`config.mk`:
```
export PLATFORM = sky130hd
export DESIGN_NAME = wb_merge_arbiter
export DESIGN_NICKNAME = d
export VERILOG_FILES = /design/src/rtl/wb_merge_arbiter.sv
export SDC_FILE = /design/constraint.sdc
export NUM_CORES = 1
export LEC_CHECK = 0
export CORE_ASPECT_RATIO = 1.2
export CORE_MARGIN = 3
export CORE_UTILIZATION = 39
export CTS_BUF_LIST = sky130_fd_sc_hd__clkbuf_8
export DETAILED_ROUTE_END_ITERATION = 8
export GPL_ROUTABILITY_DRIVEN = 0
export PLACE_DENSITY = 0.71
export SLEW_MARGIN = 20
export SYNTH_ARGS = -nofsm -noshare
export SYNTH_HDL_FRONTEND = slang
export SYNTH_SLANG_ARGS = --single-unit
```
`constraint.sdc`:
```
create_clock -name clk -period 9 [get_ports clk]
set_clock_uncertainty 0.05 [all_clocks]
set_input_delay 2.25 -clock clk [delete_from_list [all_inputs] [get_ports clk]]
set_output_delay 2.25 -clock clk [all_outputs]
set_load 0.05 [all_outputs]
```
`src/rtl/wb_merge_arbiter.sv`:
```
// wb_merge_arbiter
//   Merges the two writeback lanes of the dual-issue pipeline into one
//   program-ordered queue that drains into the single register-file write port.
//   Also provides a lookup of pending (not yet written) values for forwarding.
//
// Ports
//   clk, rst                 clock; asynchronous active-low reset
//   wb0_valid/reg/data       lane 0 (older) writeback request
//   wb1_valid/reg/data       lane 1 (younger) writeback request
//   stall                    queue cannot accept two writes this cycle
//   rf_we/rf_waddr/rf_wdata  RF write port, driven from the queue head
//   q_reg, q_hit, q_data     pending-write lookup (youngest matching entry)
//   count                    occupied entries
//   overflow                 sticky flag: a write was lost to a full queue
module wb_merge_arbiter #(
   parameter int unsigned DEPTH  = 4,
   parameter int unsigned DATA_W = 32,
   parameter int unsigned REG_W  = 5,
   localparam int unsigned PTR_W = $clog2(DEPTH),
   localparam int unsigned CNT_W = PTR_W + 1
) (
   input  logic              clk,
   input  logic              rst,
   input  logic              wb0_valid,
   input  logic [REG_W-1:0]  wb0_reg,
   input  logic [DATA_W-1:0] wb0_data,
   input  logic              wb1_valid,
   input  logic [REG_W-1:0]  wb1_reg,
   input  logic [DATA_W-1:0] wb1_data,
   output logic              stall,
   output logic              rf_we,
   output logic [REG_W-1:0]  rf_waddr,
   output logic [DATA_W-1:0] rf_wdata,
   input  logic [REG_W-1:0]  q_reg,
   output logic              q_hit,
   output logic [DATA_W-1:0] q_data,
   output logic [CNT_W-1:0]  count,
   output logic              overflow
);

   logic [REG_W-1:0]  reg_q  [DEPTH];
   logic [DATA_W-1:0] data_q [DEPTH];
   logic [PTR_W-1:0]  rd_ptr_q, wr_ptr_q, wr_ptr_nx;
   logic [CNT_W-1:0]  count_q, count_d, free;
   logic              overflow_q;

   logic              deq;
   logic              lane0_req, lane1_req;
   logic              first_vld, second_vld;
   logic [REG_W-1:0]  first_reg, second_reg;
   logic [DATA_W-1:0] first_data, second_data;
   logic              acc_first, acc_second, lost;
   logic [1:0]        n_acc;

   // Writes to reg 0 never occupy a slot. The surviving requests are packed
   // into "first" (older) and "second" (younger) so a lane 0 drop does not
   // leave a hole in the queue.
   always_comb begin
      lane0_req   = wb0_valid && (wb0_reg != '0);
      lane1_req   = wb1_valid && (wb1_reg != '0);
      first_vld   = 1'b0;
      first_reg   = '0;
      first_data  = '0;
      second_vld  = 1'b0;
      second_reg  = '0;
      second_data = '0;
      if (lane0_req) begin
         first_vld   = 1'b1;
         first_reg   = wb0_reg;
         first_data  = wb0_data;
         second_vld  = lane1_req;
         second_reg  = wb1_reg;
         second_data = wb1_data;
      end else if (lane1_req) begin
         first_vld   = 1'b1;
         first_reg   = wb1_reg;
         first_data  = wb1_data;
      end

      deq = (count_q != '0);
      // The head leaves on the same edge, so its slot is available to enqueue.
      free       = CNT_W'(DEPTH) - count_q + CNT_W'(deq);
      acc_first  = first_vld && (free != '0);
      acc_second = second_vld && (free >= CNT_W'(2));
      lost       = (first_vld && !acc_first) || (second_vld && !acc_second);
      n_acc      = {1'b0, acc_first} + {1'b0, acc_second};
      wr_ptr_nx  = wr_ptr_q + PTR_W'(1);
      count_d    = count_q - CNT_W'(deq) + CNT_W'(n_acc);
   end

   always_ff @(posedge clk or negedge rst) begin
      if (!rst) begin
         for (int unsigned i = 0; i < DEPTH; i++) begin
            reg_q[i]  <= '0;
            data_q[i] <= '0;
         end
         rd_ptr_q   <= '0;
         wr_ptr_q   <= '0;
         count_q    <= '0;
         overflow_q <= 1'b0;
      end else begin
         if (acc_first) begin
            reg_q[wr_ptr_q]  <= first_reg;
            data_q[wr_ptr_q] <= first_data;
         end
         if (acc_second) begin
            reg_q[wr_ptr_nx]  <= second_reg;
            data_q[wr_ptr_nx] <= second_data;
         end
         rd_ptr_q <= rd_ptr_q + PTR_W'(deq);
         wr_ptr_q <= wr_ptr_q + PTR_W'(n_acc);
         count_q  <= count_d;
         if (lost) begin
            overflow_q <= 1'b1;
         end
      end
   end

   // RF port is a pure function of registered state, so it only moves on clk.
   always_comb begin
      rf_we    = (count_q != '0);
      rf_waddr = rf_we ? reg_q[rd_ptr_q] : '0;
      rf_wdata = rf_we ? data_q[rd_ptr_q] : '0;
   end

   // Dequeue of this cycle is deliberately not credited here.
   assign stall    = (count_q > CNT_W'(DEPTH - 2));
   assign count    = count_q;
   assign overflow = overflow_q;

   // Walk from head (oldest) to tail; later matches override, leaving the youngest.
   always_comb begin
      logic [PTR_W-1:0] idx;
      q_hit  = 1'b0;
      q_data = '0;
      idx    = '0;
      for (int unsigned k = 0; k < DEPTH; k++) begin
         idx = rd_ptr_q + PTR_W'(k);
         if ((CNT_W'(k) < count_q) && (q_reg != '0) && (reg_q[idx] == q_reg)) begin
            q_hit  = 1'b1;
            q_data = data_q[idx];
         end
      end
   end

endmodule

```
==> impl_metrics.py <==
metrics = {
    "setup_path": {
        "crit_fanout": 10,
        "critPathSlowestCell": "a2111oi_0",
        "critPathKind": "input pin to output port",
        "critical_path_arrival_ns": 6.09,
        "crit_path_end_kind": "output port",
        "crit_family": "simple AND/OR/NAND/NOR gates",
        "cp-start-kind": "input pin",
        "cp_cell_sequence": "clkdlybuf4s50_1, nor4_1, nor2b_1, or4_1, nand2b_1, o221a_2, a2111oi_0, buf_4, buf_12",
        "cp.required_ns": 6.70,
        "slowest_delay_ns": 0.72,
        "path_buf_inv": 3,
    },
    "synth": {
        "syn_area_per_cell_um2": 8.35,
        "synth_cells": 1401,
        "synth_area_leader_cell": "dfrtp_1",
        "synth_seq_area_share": 0.334,
        "synth_area_leaders": "dfrtp_1 33%, mux2_2 7.5%, nor2_1 7.1%",
        "synth_edf_count": 0,
        "synth.top_cell.area_share": 0.334,
        "synth-seq-cells": 156,
        "ys_async_sr_fraction": 1.00,
        "ys_types": 58,
        "syn_area_um2": 11700,
        "syn_nets": 1493,
        "synth_ff_type": "dfrtp_1",
        "synth_warnings": 0,
    },
    "timing": {
        "drv_slew": 0,
        "max_slew.worst_pin.slew_ns": 1.16,
        "post-route-period-util": 0.932,
        "finalSetupViolations": 0,
        "rsz0062_at_grt": "false",
        "fin_crit_ns": 8.39,
        "max_freq_mhz": 119,
        "fin_tns_setup_ns": 0,
        "slew_headroom": 0.227,
        "hold_viol_final": 0,
    },
    "global_route": {
        "grt_pass1_vias": 11900,
        "antenna_found_initial": 3,
        "overflow": 0,
        "grtUsageTotal": 0.264,
        "grt_max_degree": 99,
        "grt_pass1_wl_um": 67000,
    },
    "drt": {
        "avgRoutedWirePerCell_um": 22.9,
        "drt-met1-wl_um": 17000,
        "wl_met2_um": 20600,
        "drt-pass1-iter-count": 6,
        "drtIter0Drc": 1117,
        "ant_nets": 0,
        "wl_um": 43200,
        "topRoutingLayerUsed": "met4",
        "wl_met3_um": 4260,
        "via_per_inst": 6.40,
        "drcViolationCount": 0,
        "vias": 12000,
    },
    "floorplan": {
        "start_util": 0.401,
        "dieArea_um2": 32100,
        "fp-row-count": 68,
        "chipHeight_um": 196,
        "core_um2": 29200,
        "die_width_um": 164,
        "num_io_pins": 159,
    },
    "layout": {
        "multiInputGateArea_um2": 7270,
        "final_common_cell": "nor2_1",
        "area_delta_synth_final_pct": 20.4,
        "drive_gt1_frac": 0.155,
        "layout_common_cells": "220 x nor2_1, 154 x dfrtp_1, 125 x clkdlybuf4s50_1, 107 x o21ai_0, 102 x a21oi_1",
        "seqCellArea_um2": 3910,
        "fillers": 2805,
        "final_nets": 1573,
    },
    "cts": {
        "cts_buffers": 17,
        "post_cts_buffers": 0,
        "cts_hold_buf": 0,
        "root_buffer": "clkbuf_8",
        "clk_latency_ns": 0.48,
        "clk_pin_slew_ns": 0.09,
        "cts_sinks": 156,
        "cts_tree": "built",
        "cts_resized": 0,
        "htree_levels": 4,
        "cts_buffer_depth": 2,
    },
    "placed_design": {
        "portBuffers": 158,
        "place_hpwl_um": 26800,
    },
    "hold_path": {
        "hold_path.class": "flip-flop to flip-flop",
    },
    "run_status": {
        "status": "finished clean",
    },
    "flow_run": {
        "maxCapViolations": 0,
    },
}
==> flip-flops by register name, indices dropped and copies added, names as in the netlist <==
register,cells
count,3
wr_ptr_q,2
rd_ptr_q,2
data_q,128
reg_q,20
overflow,1
==> cell type report <==
class / instances / share of cell area
antenna: 3 / 0.000533
clock buffer: 17 / 0.0166
clock inverter: 15 / 0.00817
inverter: 11 / 0.00293
multi-input combinational: 1099 / 0.516
sequential: 156 / 0.278
tap: 385 / 0.0342
timing repair buffer: 196 / 0.144
==> cell usage after synthesis (all sizes together) (3+ instances only) <==
cell type and instances:
and3 12, nor2 223, a22oi 13, o221a 3
clkbuf 88, or3 8, xnor2 19, ha 8
or2 10, xor2 6, nand2 101, o22ai 89
inv 11, nor3 30, mux4 14, buf 47
mux2 78, a21boi 4, a211o 8, a21oi 102
o211ai 67, a2111oi 24, a221oi 30, nor2b 5
nand2b 3, mux2i 63, nand3 8, dfrtp 156
nor4 7, a22o 3, o21ai 108, a211oi 31
nor3b 3, nand4 3
==> cells by family after synthesis <==
family          synth area share
fa+ha+maj                 0.0103
simple gates               0.156
flops                      0.334
mux                        0.156
xor+xnor                  0.0187
buf+inv                   0.0519
compound gates             0.273
==> worst reg2reg max path: cells and delay by family (launching register included) <==
family	cells	cell delay, ns
AOI/OAI and AO/OA	3	1.02
adders and majority gates	2	0.44
DFF	1	0.52
buffers and inverters	4	1.30
xor gates and xnor gates	1	0.13
and+or+nand+nor	4	1.21
==> per-stage QoR <==
step | hold slack (ns) | worst slack [ns] | instances | instance area (µm²) | util
floorplan | 0.423 | 0.521 | 1401 | 11700 | -
global placement | 0.444 | 0.843 | 1846 | 13700 | 0.470
detailed placement | 0.439 | 0.748 | 1846 | 13700 | 0.470
CTS | 0.464 | 0.727 | 1878 | 14100 | 0.482
global route | 0.475 | 0.482 | 1882 | 14100 | 0.483
finish | 0.465 | 0.608 | 1882 | 14100 | 0.483
==> final timing paths <==
| check | start | endpoint | slack, ns | depth (start not counted) |
|---|---|---|---|---|
| max | q_reg[1] | q_data[13] | 0.61 | 9 |
| min | overflow$_DFFE_PN0P_ | overflow$_DFFE_PN0P_ | 0.47 | 1 |
| max reg2reg | count[2]$_DFF_PN0_ | data_q[46]$_DFF_PN0_ | 4.20 | 14 |
| min reg2reg | overflow$_DFFE_PN0P_ | overflow$_DFFE_PN0P_ | 0.47 | 1 |
| max in group asynchronous | rst | data_q[109]$_DFF_PN0_ | 5.74 | 2 |
| min in group asynchronous | rst | data_q[50]$_DFF_PN0_ | 1.80 | 1 |
==> layer usage <==
layer,vias to the layer above,track usage
met5,-,0
met4,0,0.107
met3,129,0.0522
met2,742,0.428
met1,5770,0.343
li1,5397,-
Power is left out: the tool's default activity adds up to more than one toggle a clock period on the data nets, which glitch-free logic cannot reach.
